$ cat config.mk
export PLATFORM = sky130hd
export DESIGN_NAME = fetch_sequencer
export DESIGN_NICKNAME = d
export VERILOG_FILES = /design/src/rtl/fetch_sequencer_pkg.sv /design/src/rtl/fetch_sequencer_ras_stack.sv /design/src/rtl/fetch_sequencer.sv
export SDC_FILE = /design/constraint.sdc
export NUM_CORES = 1
export LEC_CHECK = 0
export CAP_MARGIN = 20
export CORE_UTILIZATION = 41
export DETAILED_ROUTE_END_ITERATION = 7
export GPL_TIMING_DRIVEN = 0
export PLACE_DENSITY = 0.89
export SKIP_LAST_GASP = 1
export SYNTH_ARGS = -nofsm -noshare
export SYNTH_HDL_FRONTEND = slang
export SYNTH_HIERARCHICAL = 1
export SYNTH_SLANG_ARGS = --single-unit
$ cat constraint.sdc
create_clock -name clk -period 2 [get_ports clk]
set_input_delay 0.2 -clock clk [delete_from_list [all_inputs] [get_ports clk]]
set_output_delay 0.2 -clock clk [all_outputs]
set_load 0.05 [all_outputs]
$ cat src/rtl/fetch_sequencer_pkg.sv
// Shared definitions for the instruction-fetch sequencer: opcodes,
// instruction field positions and the FSM state type.
package fetch_sequencer_pkg;

   localparam logic [3:0] OP_JMP  = 4'hC;
   localparam logic [3:0] OP_BEQZ = 4'hD;
   localparam logic [3:0] OP_CALL = 4'hE;
   localparam logic [3:0] OP_RET  = 4'hF;

   localparam int OPC_MSB = 15;
   localparam int OPC_LSB = 12;
   localparam int IMM_MSB = 7;
   localparam int IMM_LSB = 0;

   typedef enum logic [1:0] {
      IDLE  = 2'd0,
      FETCH = 2'd1,
      ISSUE = 2'd2
   } state_e;

endpackage

$ cat src/rtl/fetch_sequencer_ras_stack.sv
// Return-address stack: circular LIFO. A push when full overwrites the
// oldest entry; a pop when empty is ignored (the caller flags the error).
module ras_stack #(
   parameter int DEPTH = 4,
   parameter int W     = 8
) (
   input  logic         clk,
   input  logic         rst,
   input  logic         push,
   input  logic         pop,
   input  logic [W-1:0] push_data,
   output logic [W-1:0] pop_data,
   output logic         full,
   output logic         empty
);
   localparam int PTR_W = $clog2(DEPTH);
   localparam logic [PTR_W:0] FULL_CNT = DEPTH[PTR_W:0];

   logic [W-1:0]     mem_q [DEPTH];
   logic [PTR_W-1:0] ptr_q, ptr_d, top_idx;
   logic [PTR_W:0]   count_q, count_d;

   assign full     = (count_q == FULL_CNT);
   assign empty    = (count_q == '0);
   assign top_idx  = ptr_q - 1'b1;
   assign pop_data = mem_q[top_idx];

   // Pointer wraps naturally, so a push when full lands on the oldest slot.
   always_comb begin
      ptr_d   = ptr_q;
      count_d = count_q;
      if (push) begin
         ptr_d = ptr_q + 1'b1;
         if (!full) count_d = count_q + 1'b1;
      end else if (pop && !empty) begin
         ptr_d   = top_idx;
         count_d = count_q - 1'b1;
      end
   end

   // Pointer and occupancy registers.
   always_ff @(posedge clk or posedge rst) begin
      if (rst) begin
         ptr_q   <= '0;
         count_q <= '0;
      end else begin
         ptr_q   <= ptr_d;
         count_q <= count_d;
      end
   end

   // Entry storage; cleared on reset so no stale return address survives.
   always_ff @(posedge clk or posedge rst) begin
      if (rst) begin
         for (int i = 0; i < DEPTH; i++) mem_q[i] <= '0;
      end else if (push) begin
         mem_q[ptr_q] <= push_data;
      end
   end

endmodule

$ cat src/rtl/fetch_sequencer.sv
// Instruction-fetch sequencer: owns the PC, fetches over imem req/ack,
// decodes control-flow opcodes and issues to decode over valid/ready.
// Optional return-address stack for CALL/RET is enabled with RAS_EN.
//
//   state | meaning
//   IDLE  | post-reset, one cycle, no request
//   FETCH | imem_req high, waiting for imem_ack
//   ISSUE | instr_valid high, waiting for instr_ready
module fetch_sequencer
   import fetch_sequencer_pkg::*;
#(
   parameter int RAS_DEPTH = 4
) (
   input  logic        clk,
   input  logic        rst,
   input  logic [7:0]  pc_next,
   output logic [7:0]  pc,
   output logic        jump,
   output logic [7:0]  jump_address,
   output logic        branch,
   output logic [7:0]  branch_offset,
   output logic        imem_req,
   output logic [7:0]  imem_addr,
   input  logic        imem_ack,
   input  logic [15:0] imem_rdata,
   input  logic        zero_flag,
   output logic        instr_valid,
   output logic [15:0] instr,
   input  logic        instr_ready,
   output logic        ras_err
);
   state_e      state_q, state_d;
   logic [7:0]  pc_q, pc_d;
   logic [15:0] instr_q, instr_d;
   logic        jump_q, jump_d, branch_q, branch_d;
   logic [7:0]  jump_addr_q, jump_addr_d, branch_off_q, branch_off_d;

   logic [3:0]  opcode;
   logic [7:0]  imm;
   logic        fetch_ack;
   logic        dec_jump, dec_branch;
   logic [7:0]  dec_addr;
   logic        unused_bits;

   assign opcode    = imem_rdata[OPC_MSB:OPC_LSB];
   assign imm       = imem_rdata[IMM_MSB:IMM_LSB];
   assign fetch_ack = (state_q == FETCH) && imem_ack;

`ifdef RAS_EN
   logic       ras_push, ras_pop, ras_full, ras_empty, ras_err_q, ras_err_d;
   logic [7:0] ras_top, ret_addr;

   assign ras_push    = fetch_ack && (opcode == OP_CALL);
   assign ras_pop     = fetch_ack && (opcode == OP_RET);
   assign ret_addr    = pc_q + 8'd1;
   assign unused_bits = ^{imem_rdata[11:8]};

   ras_stack #(.DEPTH(RAS_DEPTH), .W(8)) u_ras (
      .clk       (clk),
      .rst       (rst),
      .push      (ras_push),
      .pop       (ras_pop),
      .push_data (ret_addr),
      .pop_data  (ras_top),
      .full      (ras_full),
      .empty     (ras_empty)
   );

   // Sticky overflow/underflow flag, cleared only by reset.
   always_comb begin
      ras_err_d = ras_err_q | (ras_push && ras_full) | (ras_pop && ras_empty);
   end

   // Error flag register.
   always_ff @(posedge clk or posedge rst) begin
      if (rst) ras_err_q <= 1'b0;
      else     ras_err_q <= ras_err_d;
   end

   assign ras_err = ras_err_q;
`else
   assign unused_bits = ^{imem_rdata[11:8], RAS_DEPTH[0]};
   assign ras_err     = 1'b0;
`endif

   // Control-flow decode of the word arriving from instruction memory.
   always_comb begin
      dec_jump   = 1'b0;
      dec_branch = 1'b0;
      dec_addr   = imm;
      case (opcode)
         OP_JMP:  dec_jump   = 1'b1;
         OP_BEQZ: dec_branch = zero_flag;
         OP_CALL: dec_jump   = 1'b1;
         OP_RET: begin
`ifdef RAS_EN
            dec_jump = !ras_empty;
            dec_addr = ras_top;
`endif
         end
         default: ;
      endcase
   end

   // Next-state and datapath updates; jump takes priority over branch.
   always_comb begin
      state_d      = state_q;
      pc_d         = pc_q;
      instr_d      = instr_q;
      jump_d       = jump_q;
      jump_addr_d  = jump_addr_q;
      branch_d     = branch_q;
      branch_off_d = branch_off_q;
      case (state_q)
         IDLE: state_d = FETCH;
         FETCH: begin
            if (imem_ack) begin
               state_d  = ISSUE;
               instr_d  = imem_rdata;
               jump_d   = dec_jump;
               branch_d = dec_branch && !dec_jump;
               if (dec_jump) jump_addr_d = dec_addr;
               if (dec_branch && !dec_jump) branch_off_d = imm;
            end
         end
         ISSUE: begin
            if (instr_ready) begin
               state_d  = FETCH;
               pc_d     = pc_next;
               jump_d   = 1'b0;
               branch_d = 1'b0;
            end
         end
         default: state_d = IDLE;
      endcase
   end

   // State and datapath registers.
   always_ff @(posedge clk or posedge rst) begin
      if (rst) begin
         state_q      <= IDLE;
         pc_q         <= 8'd0;
         instr_q      <= 16'h0000;
         jump_q       <= 1'b0;
         jump_addr_q  <= 8'd0;
         branch_q     <= 1'b0;
         branch_off_q <= 8'd0;
      end else begin
         state_q      <= state_d;
         pc_q         <= pc_d;
         instr_q      <= instr_d;
         jump_q       <= jump_d;
         jump_addr_q  <= jump_addr_d;
         branch_q     <= branch_d;
         branch_off_q <= branch_off_d;
      end
   end

   assign pc            = pc_q;
   assign imem_addr     = pc_q;
   assign jump          = jump_q;
   assign jump_address  = jump_addr_q;
   assign branch        = branch_q;
   assign branch_offset = branch_off_q;
   assign instr         = instr_q;
   assign imem_req      = (state_q == FETCH);
   assign instr_valid   = (state_q == ISSUE);

endmodule

==> results of run 1 <==
[timing repair]
action | in CTS | in global routing
endpoints found under the setup margin | 1 | 1
hold buffers | 0 | 0
resized for setup | 1 | 1
[synthesized netlist by cell type]
master / instances
dfrtp_1: 44
nor2b_1: 1
nand2_2: 1
o21a_1: 1
nand3b_4: 1
a21oi_1: 1
buf_2: 1
nand2_1: 1
buf_4: 9
a31o_2: 2
mux2_2: 40
buf_6: 1
nor3_4: 2
a22o_1: 1
nand3b_1: 1
conb_1: 1
and2b_1: 1
inv_1: 2
[state kept, by name, summed over array words and instances (netlist names)]
| signal | count |
|---|---|
| imem_addr | 8 |
| jump_address | 8 |
| jump | 1 |
| branch_offset | 8 |
| branch | 1 |
| state_q | 2 |
| instr | 16 |
[stage by stage]
stage / util, % / setup TNS, ns / setup WS, ns
3_3_place_gp: 64.88 / -5.684 / -0.1272
2_1_floorplan: - / 0 / 0.4159
6_report: 68.58 / 0 / 0.2261
4_1_cts: 68.52 / 0 / 0.008252
3_5_place_dp: 65.37 / -0.1113 / -0.02531
5_1_grt: 68.58 / 0 / 0.1587
[metal layers]
layer,vias to the layer above,wire length (um),track usage (%)
met5,-,0,0
met4,0,63,8.777
met3,5,285,7.432
met2,46,1890,29.46
li1,547,-,-
met1,596,1472,20.76
[cell usage in the layout, fill, tap and decap left out, drive strengths merged]
cell / synthesis / routed
o21a: 1 / 1
dlymetal6s2s: 0 / 1
buf: 11 / 12
nand2: 2 / 2
and2b: 1 / 1
dfrtp: 44 / 44
conb: 1 / 1
mux2: 40 / 40
bufinv: 0 / 2
inv: 2 / 2
a22o: 1 / 1
a31o: 2 / 2
clkdlybuf4s50: 0 / 78
nor3: 2 / 2
nand3b: 2 / 2
nor2b: 1 / 1
clkbuf: 0 / 5
a21oi: 1 / 1
dlygate4sd2: 0 / 1
[logic make-up after synthesis]
group,synth area share [%]
AOI/OAI and AO/OA,2.193
and+or+nand+nor,4.739
DFF,62.24
buffers and inverters,5.162
muxes,25.46
other,0.2120
[worst paths after layout]
kind | start | endpoint | slack, ns | cells after the start
min in group clk | instr[9] | instr[9] | 0.51 | 1
worst min register to register | instr[9] | instr[9] | 0.51 | 1
worst min-delay path | rst | branch_offset[2] | 0.1 | 2
max in group asynchronous | rst | jump_address[6] | 1.47 | 3
worst max register to register | state_q[1] | jump_address[0] | 0.27 | 4
worst max-delay path | imem_addr[4] | pc[4] | 0.23 | 2
[cell type report]
cell class                      instances  area (um^2)  area share (%)
Buffer                                 11        83.83           3.013
Clock inverter                          2        60.06           2.158
Multi-Input combinational cell         54        576.8           20.73
Sequential cell                        44         1101           39.57
Tap cell                               50        62.56           2.248
Clock buffer                            5        68.82           2.473
Timing Repair Buffer                   81        822.0           29.54
Inverter                                2        7.507          0.2698
==> metrics.md, run 1 <==
| Metric | Value |
|---|---|
| Fmax | 563.7 MHz |
| Drt total wl | 3712 um |
| Initial core utilization | 43.60% |
| Largest net degree at the start of global routing | 41 |
| Vias in the first global route | 1,208 |
| Hold Crit Class | input pin to asynchronous set/reset pin |
| CP required | approximately 1.8 ns |
| Max FO, Critical Path | 3 |
| Setup bufs post-CTS | 0 |
| Synth top area share | 62.23% |
| Synth unique cells | 18 |
| CTS Buf Count | 5 |
| Final HPWL DP | 2726 um |
| Syn_nets | 140 |
| H-tree levels | 2 |
| Top post-synthesis cells by area | dfrtp_1 (62%), mux2_2 (25%), buf_4 (3.8%) |
| Clock skew | 0.009644 ns |
| Final setup vio count | 0 |
| CTS Sinks | between 40 and 50 |
| CP Capture Type | output pin |
| Gr ovfl total | 0 |
| Placed insts | 242 |
| Final routed DRC violation total | 0 |
| Post-DR wirelength/cell | between 10 and 15 um |
| Top delay family on crit path | buffers and inverters |
| Post-synthesis sequential area ratio | between 60% and 70% |
| Area after DPL | 2653 um^2 |
| RePlAce Congestion | 0.6942 |
| Die Span Y | ~68 um |
| Slew HR | 64.81% |
| Cells after Synth | approximately 110 |
| Clock root cell | clkbuf_8 |
| Worst-path clk slew | 0.08 ns |
| Clock Latency Late Sink | 0.29 ns |
| Final Hold Viols | 0 |
| Critical Path Start Type | flop |
| Nets | 228 |
| Non-Filler Instances | 249 |
| Yosys top cell by area | dfrtp_1 |
| Synth warn | 6 |
| Max-slew violation count | 0 |
| Via count | 1,194 |
| # rows | 23 |
| Slew @ Worst Pin | roughly 0.53 ns |
| Layout cells sized above 1 | between 30% and 40% |
| CTS tree | built |
| Post-synth design cell area | between 1500 and 2000 um^2 |
| RSZ-0062 raised after global routing | false |
| Worst hold margin | 0.09991 ns |
| Max_cap viols | 0 |
| DR pass1 iterations | 3 |
| Post-route design area | 2783 um^2 |
| Fillers | 298 |
| Die W | between 60 and 70 um |
| I/O pin cnt | 82 |
| Fin crit period | 1.774 ns |
| Layout area overhead | 57.28% |
| Post-synthesis register bit count | 44 |
| Core Region | 4058 um^2 |
| I/O Buffers | 80 |
| Worst-path cell chain | buf_4 -> clkdlybuf4s50_1 |
| Total die area | 4582 um^2 |
| Antenna Cells | 0 |
| Routed vias/inst | 4.795 |
| Slowest CP cell | clkdlybuf4s50_1 |
| Crit Path Category | flop to output pin |
| All-Layer GR Usage | 18.23% |
| Outcome | complete, no violations |
| First-pass GRT wire length | 5761 um |
| Crit path DAT | 1.57 ns |
| Clk buf depth | 2 |
| Worst path buffer plus inverter count | 2 |
| Antenna violations before repair | 0 |
| Routed Antenna Nets | 0 |
| Tcrit/Tclk final | 88.70% |
| Slowest cell delay on critical path | 0.79 ns |
| Mapped Avg Cell Area | 15.94 um^2 |
| DR iter-0 viols | 33 |
Power of run 1 is left out: the tool's default activity adds up to more than one toggle a clock period on the data nets, which glitch-free logic cannot reach.
==> run 2: changes to the inputs <==
Settings changed: CORE_MARGIN set to 5.
==> run 2 against run 1 <==
Utilization down 0.48 points. Highest routed layer unchanged. Worst setup slack worse by 0.026 ns. Non-clock buffer count unchanged. Worst hold slack improved by 0.068 ns. Clock skew decreased by 0.0067 ns. Final area unchanged. Wire length is 11% higher.
==> metrics.md, run 2 (synthesis results as in run 1) <==
| Metric | Value |
|---|---|
| Outcome | complete, no violations |
| Post-route design area | 2783 um^2 |
| Post-DR wirelength/cell | 16.59 um |
| Fin crit period | between 1.5 and 2 ns |
| All-Layer GR Usage | 16.04% |
| Clock Latency Late Sink | 0.29 ns |
| Busiest layer in global routing | met2 |
| Max-slew violation count | 0 |
| Fmax | roughly 560 MHz |
| Slew HR | 64.26% |
| # rows | 23 |
| Drt total wl | roughly 4100 um |
| Initial core utilization | 43.29% |
| Routed Antenna Nets | 0 |
| Critical Path Start Type | flop |
| Final HPWL DP | 3098 um |
| Placed insts | 242 |
| CTS Buf Count | 5 |
| Clk buf depth | 2 |
| Total die area | roughly 5700 um^2 |
| Final Hold Viols | 0 |
| Top delay family on crit path | buffers and inverters |
| RSZ-0062 raised after global routing | false |
| R2r startpoint | state_q[1] |
| Max FO, Critical Path | 3 |
| # hold bufs at CTS | 0 |
| Clock skew | 0.002906 ns |
| GR Layer Usage met2 | 25.31% |
| Worst-path clk slew | 0.08 ns |
| Crit Path Category | flop to output pin |
| Area after DPL | roughly 2700 um^2 |
| Antenna Cells | 0 |
| Core Region | a little over 4000 um^2 |
| First-pass GRT wire length | between 6000 and 7000 um |
| Max_cap viols | 0 |
| I/O Buffers | 80 |
| Commonest non-fill, non-tap cell in the layout | clkdlybuf4s50_1 |
| Final routed DRC violation total | 0 |
| Die Span Y | around 76 um |
| DR iter-0 viols | 35 |
| Crit path DAT | 1.60 ns |
| Final setup vio count | 0 |
| H-tree levels | 2 |
| Worst-path cell chain | buf_4 -> clkdlybuf4s50_1 |
| Largest net degree at the start of global routing | 33 |
| DR pass1 iterations | 4 |
| Non-Filler Instances | approximately 250 |
| Via count | ~1,200 |
| Worst hold margin | 0.1683 ns |
| I/O pin cnt | 82 |
| Layout cells sized above 1 | 33.17% |
| CTS Sinks | 44 |
| Commonest non-fill, non-tap cells in the layout | clkdlybuf4s50_1 (78), dfrtp_1 (44), mux2_2 (40), buf_4 (9), clkbuf_8 (5) |
| Layout area overhead | 57.28% |
| Antenna violations before repair | 0 |
| Crit path launch | imem_addr[7] |
| Tcrit/Tclk final | 89.98% |
| Worst path buffer plus inverter count | 2 |
| Final core occ | 68.10% |
| CP required | 1.80 ns |
| CTS tree | built |
| Setup bufs post-CTS | 0 |
| Hold Crit Class | input pin to asynchronous set/reset pin |
| Slowest CP cell | clkdlybuf4s50_1 |
| RePlAce Congestion | 0.6968 |
| CP Capture Type | output pin |
| Vias in the first global route | about 1,400 |
| GRT met3 Usage | 8.971% |
| M1 GR Usage | 18.85% |
| Slowest cell delay on critical path | 0.81 ns |
| Gr ovfl total | 0 |
| Die W | 75.69 um |
| Number of flip-flops in the largest register | 16 |
| Clock root cell | clkbuf_8 |
| Nets | 228 |
| Routed vias/inst | 4.904 |
| Slew @ Worst Pin | ~0.53 ns |
-- run 2: cell counts in the layout (fill, tap and decap cells not counted) --
No cell type changed its count.
-- run 2: path summary, 6_finish.rpt --
path,end,slack (ns),cells past startpoint
worst min register to register,instr[8],0.51,1
worst min-delay path,imem_addr[3],0.17,2
min in group clk,instr[8],0.51,1
worst max-delay path,pc[7],0.20,2
worst max register to register,jump_address[4],0.27,4
max in group asynchronous,instr[14],1.37,3
-- run 2: final cells by class --
cell class	instances	area (um^2)
Timing Repair Buffer	81	822.0
Clock buffer	5	68.82
Buffer	11	83.83
Fill cell	300	1304
Clock inverter	2	60.06
Sequential cell	44	1101
Inverter	2	7.507
Multi-Input combinational cell	54	576.8
Tap cell	50	62.56
-- run 2: worst register-to-register path: stages, from the launching register on --
cell and delay [ns]:
dfrtp_1 0.43, nand3b_4 0.19, buf_6 0.16, nor3_4 0.45, mux2_2 0.40
-- run 2: timing repair --
action | CTS | global route
hold endpoints to repair | 0 | 0
cloned | 0 | 0
resized for setup | 1 | 1
endpoints found under the setup margin | 1 | 1
-- run 2: per-stage QoR --
step | TNS, ns | setup WS, ns
6_report | 0 | 0.2004
5_1_grt | 0 | 0.1358
4_1_cts | 0 | 0.02849
2_1_floorplan | 0 | 0.4159
3_5_place_dp | -0.1673 | -0.02426
3_3_place_gp | -5.933 | -0.1297
-- run 2: routing by layer --
layer / wire, um / part of all wire [%] / up-vias
li1: - / - / 551
met1: 1556 / 38 / 608
met2: 2046 / 50 / 57
met3: 486 / 12 / 5
met4: 42 / 1.0 / 0
met5: 0 / 0 / -
Power of run 2 is left out for the same reason.
==> run 3: changes to the inputs <==
Settings changed: REMOVE_ABC_BUFFERS set to 1.
==> run 3 against run 2 <==
First-iteration DRC count is 23% higher. Wire length rose by 0.85%. Flip-flop and latch count is the same. Sequential share of layout area is 2.3 points higher. Fmax down 2.5%. Non-clock buffer count is 12 lower. Final area fell by 5.6%. Clock-buffer cell count increased by 1. Die area is the same. Critical path type is now flop to flop.
==> metrics.md, run 3 (synthesis results as in run 1) <==
| Metric | Value |
|---|---|
| Outcome | complete, no violations |
| Routed vias/inst | 4.840 |
| Die W | roughly 76 um |
| Vias in the first global route | around 1,400 |
| CTS tree | built |
| RSZ-0062 raised after global routing | false |
| Setup bufs post-CTS | 0 |
| Number of flip-flops in the largest register | 16 |
| Commonest non-fill, non-tap cell in the layout | clkdlybuf4s50_1 |
| Routed Antenna Nets | 0 |
| CP Capture Type | flop |
| Post-DR wirelength/cell | 17.57 um |
| Crit path DAT | between 2 and 2.5 ns |
| Initial core utilization | 43.29% |
| I/O Buffers | 80 |
| Hold Crit Class | input pin to asynchronous set/reset pin |
| Tcrit/Tclk final | 92.33% |
| Die Span Y | 75.69 um |
| Max_cap viols | 0 |
| Setup TNS | 0 ns |
| Layout area overhead | 48.51% |
| Max-slew violation count | 0 |
| Final setup vio count | 0 |
| Gr ovfl total | 0 |
| Worst-path clk slew | 0.08 ns |
| Setup slack, reg-to-reg | 0.15 ns |
| CP required | 2.18 ns |
| All-Layer GR Usage | 15.90% |
| Nets | ~220 |
| Max FO, Critical Path | 20 |
| Slew @ Worst Pin | 0.8767 ns |
| Antenna Cells | 0 |
| Post-route design area | between 2000 and 3000 um^2 |
| DR pass1 iterations | 2 |
| Clock Latency Late Sink | 0.29 ns |
| Crit Path Category | flop to flop |
| I/O pin cnt | around 80 |
| Slew HR | 41.47% |
| Total die area | roughly 5700 um^2 |
| Core Region | 4086 um^2 |
| RePlAce Congestion | approximately 0.67 |
| Critical Path Start Type | flop |
| Final HPWL DP | 3163 um |
| Clk buf depth | 2 |
| Drt total wl | 4165 um |
| Layout cells sized above 1 | between 20% and 30% |
| Commonest non-fill, non-tap cells in the layout | clkdlybuf4s50_1 (78), dfrtp_1 (44), mux2_2 (40), clkbuf_8 (5) |
| DR iter-0 viols | 43 |
| # rows | 23 |
| Largest net degree at the start of global routing | 45 |
| Area after DPL | 2549 um^2 |
| Fillers | ~310 |
| CTS Buf Count | 5 |
| Clock root cell | clkbuf_8 |
| Clock skew | ~0.0055 ns |
| Fmax | around 540 MHz |
| Final Hold Viols | 0 |
| CTS Sinks | 44 |
| Via count | around 1,100 |
| First-pass GRT wire length | 6637 um |
| H-tree levels | 2 |
| Final routed DRC violation total | 0 |
| Fin crit period | 1.847 ns |
| Antenna violations before repair | 0 |
## run 3: cell count changes in the layout (fill, tap and decap cells not counted)
cell	before	now
clkbuf_1	0	1
buf_6	1	0
bufinv_16	2	0
buf_12	1	0
buf_4	9	0
clkinv_2	0	1
buf_2	1	0
## run 3: layout make-up
| cell class | instances | area (um^2) | share of cell area, % |
|---|---|---|---|
| Sequential cell | 44 | 1101 | 41.90 |
| Timing Repair Buffer | 80 | 802.0 | 30.52 |
| Multi-Input combinational cell | 54 | 576.8 | 21.95 |
| Clock buffer | 6 | 72.57 | 2.762 |
| Tap cell | 50 | 62.56 | 2.381 |
| Inverter | 2 | 7.507 | 0.2857 |
| Clock inverter | 1 | 5.005 | 0.1905 |
## run 3: timing repair
item                                    4_1_cts  5_1_grt
endpoints found under the setup margin        1        5
hold buffers                                  0        0
cloned                                        0        0
pin swaps                                     0        1
gates resized for setup                       1        1
endpoints found under the hold margin         0        0
## run 3: worst paths after layout
path                                  start  cells past startpoint               end
max                              state_q[1]                      3  branch_offset[5]
max in group asynchronous               rst                      2          instr[8]
max reg2reg                      state_q[1]                      3  branch_offset[5]
min in group clk           branch_offset[3]                      1  branch_offset[3]
min reg2reg                branch_offset[3]                      1  branch_offset[3]
min                                     rst                      2        state_q[1]
## run 3: routing by layer
metal,vias to the layer above,part of all wire (%),global-route usage [%]
li1,526,-,-
met1,566,36,17.73
met2,46,55,28.09
met3,9,6.8,4.485
met4,0,2.1,7.184
met5,-,0,0
## run 3: stage by stage
stage | util, % | cells | setup slack (ns) | hold slack (ns)
4_1_cts | 64.24 | 237 | 0.03525 | 0.4491
3_3_place_gp | 62.37 | 230 | -0.1497 | 0.4871
3_5_place_dp | 62.37 | 230 | -0.2123 | 0.4949
6_report | 64.30 | 237 | 0.1534 | 0.4109
2_1_floorplan | - | 100 | 0.4084 | 0.3399
5_1_grt | 64.30 | 237 | 0.03933 | 0.5137
## run 3: worst max-delay path, cell delays in order (launching register included)
cell and delay (ns):
dfrtp_1 0.42, nand3b_4 0.37, nor3_4 0.52, mux2_2 0.40
Power of run 3 is left out for the same reason.
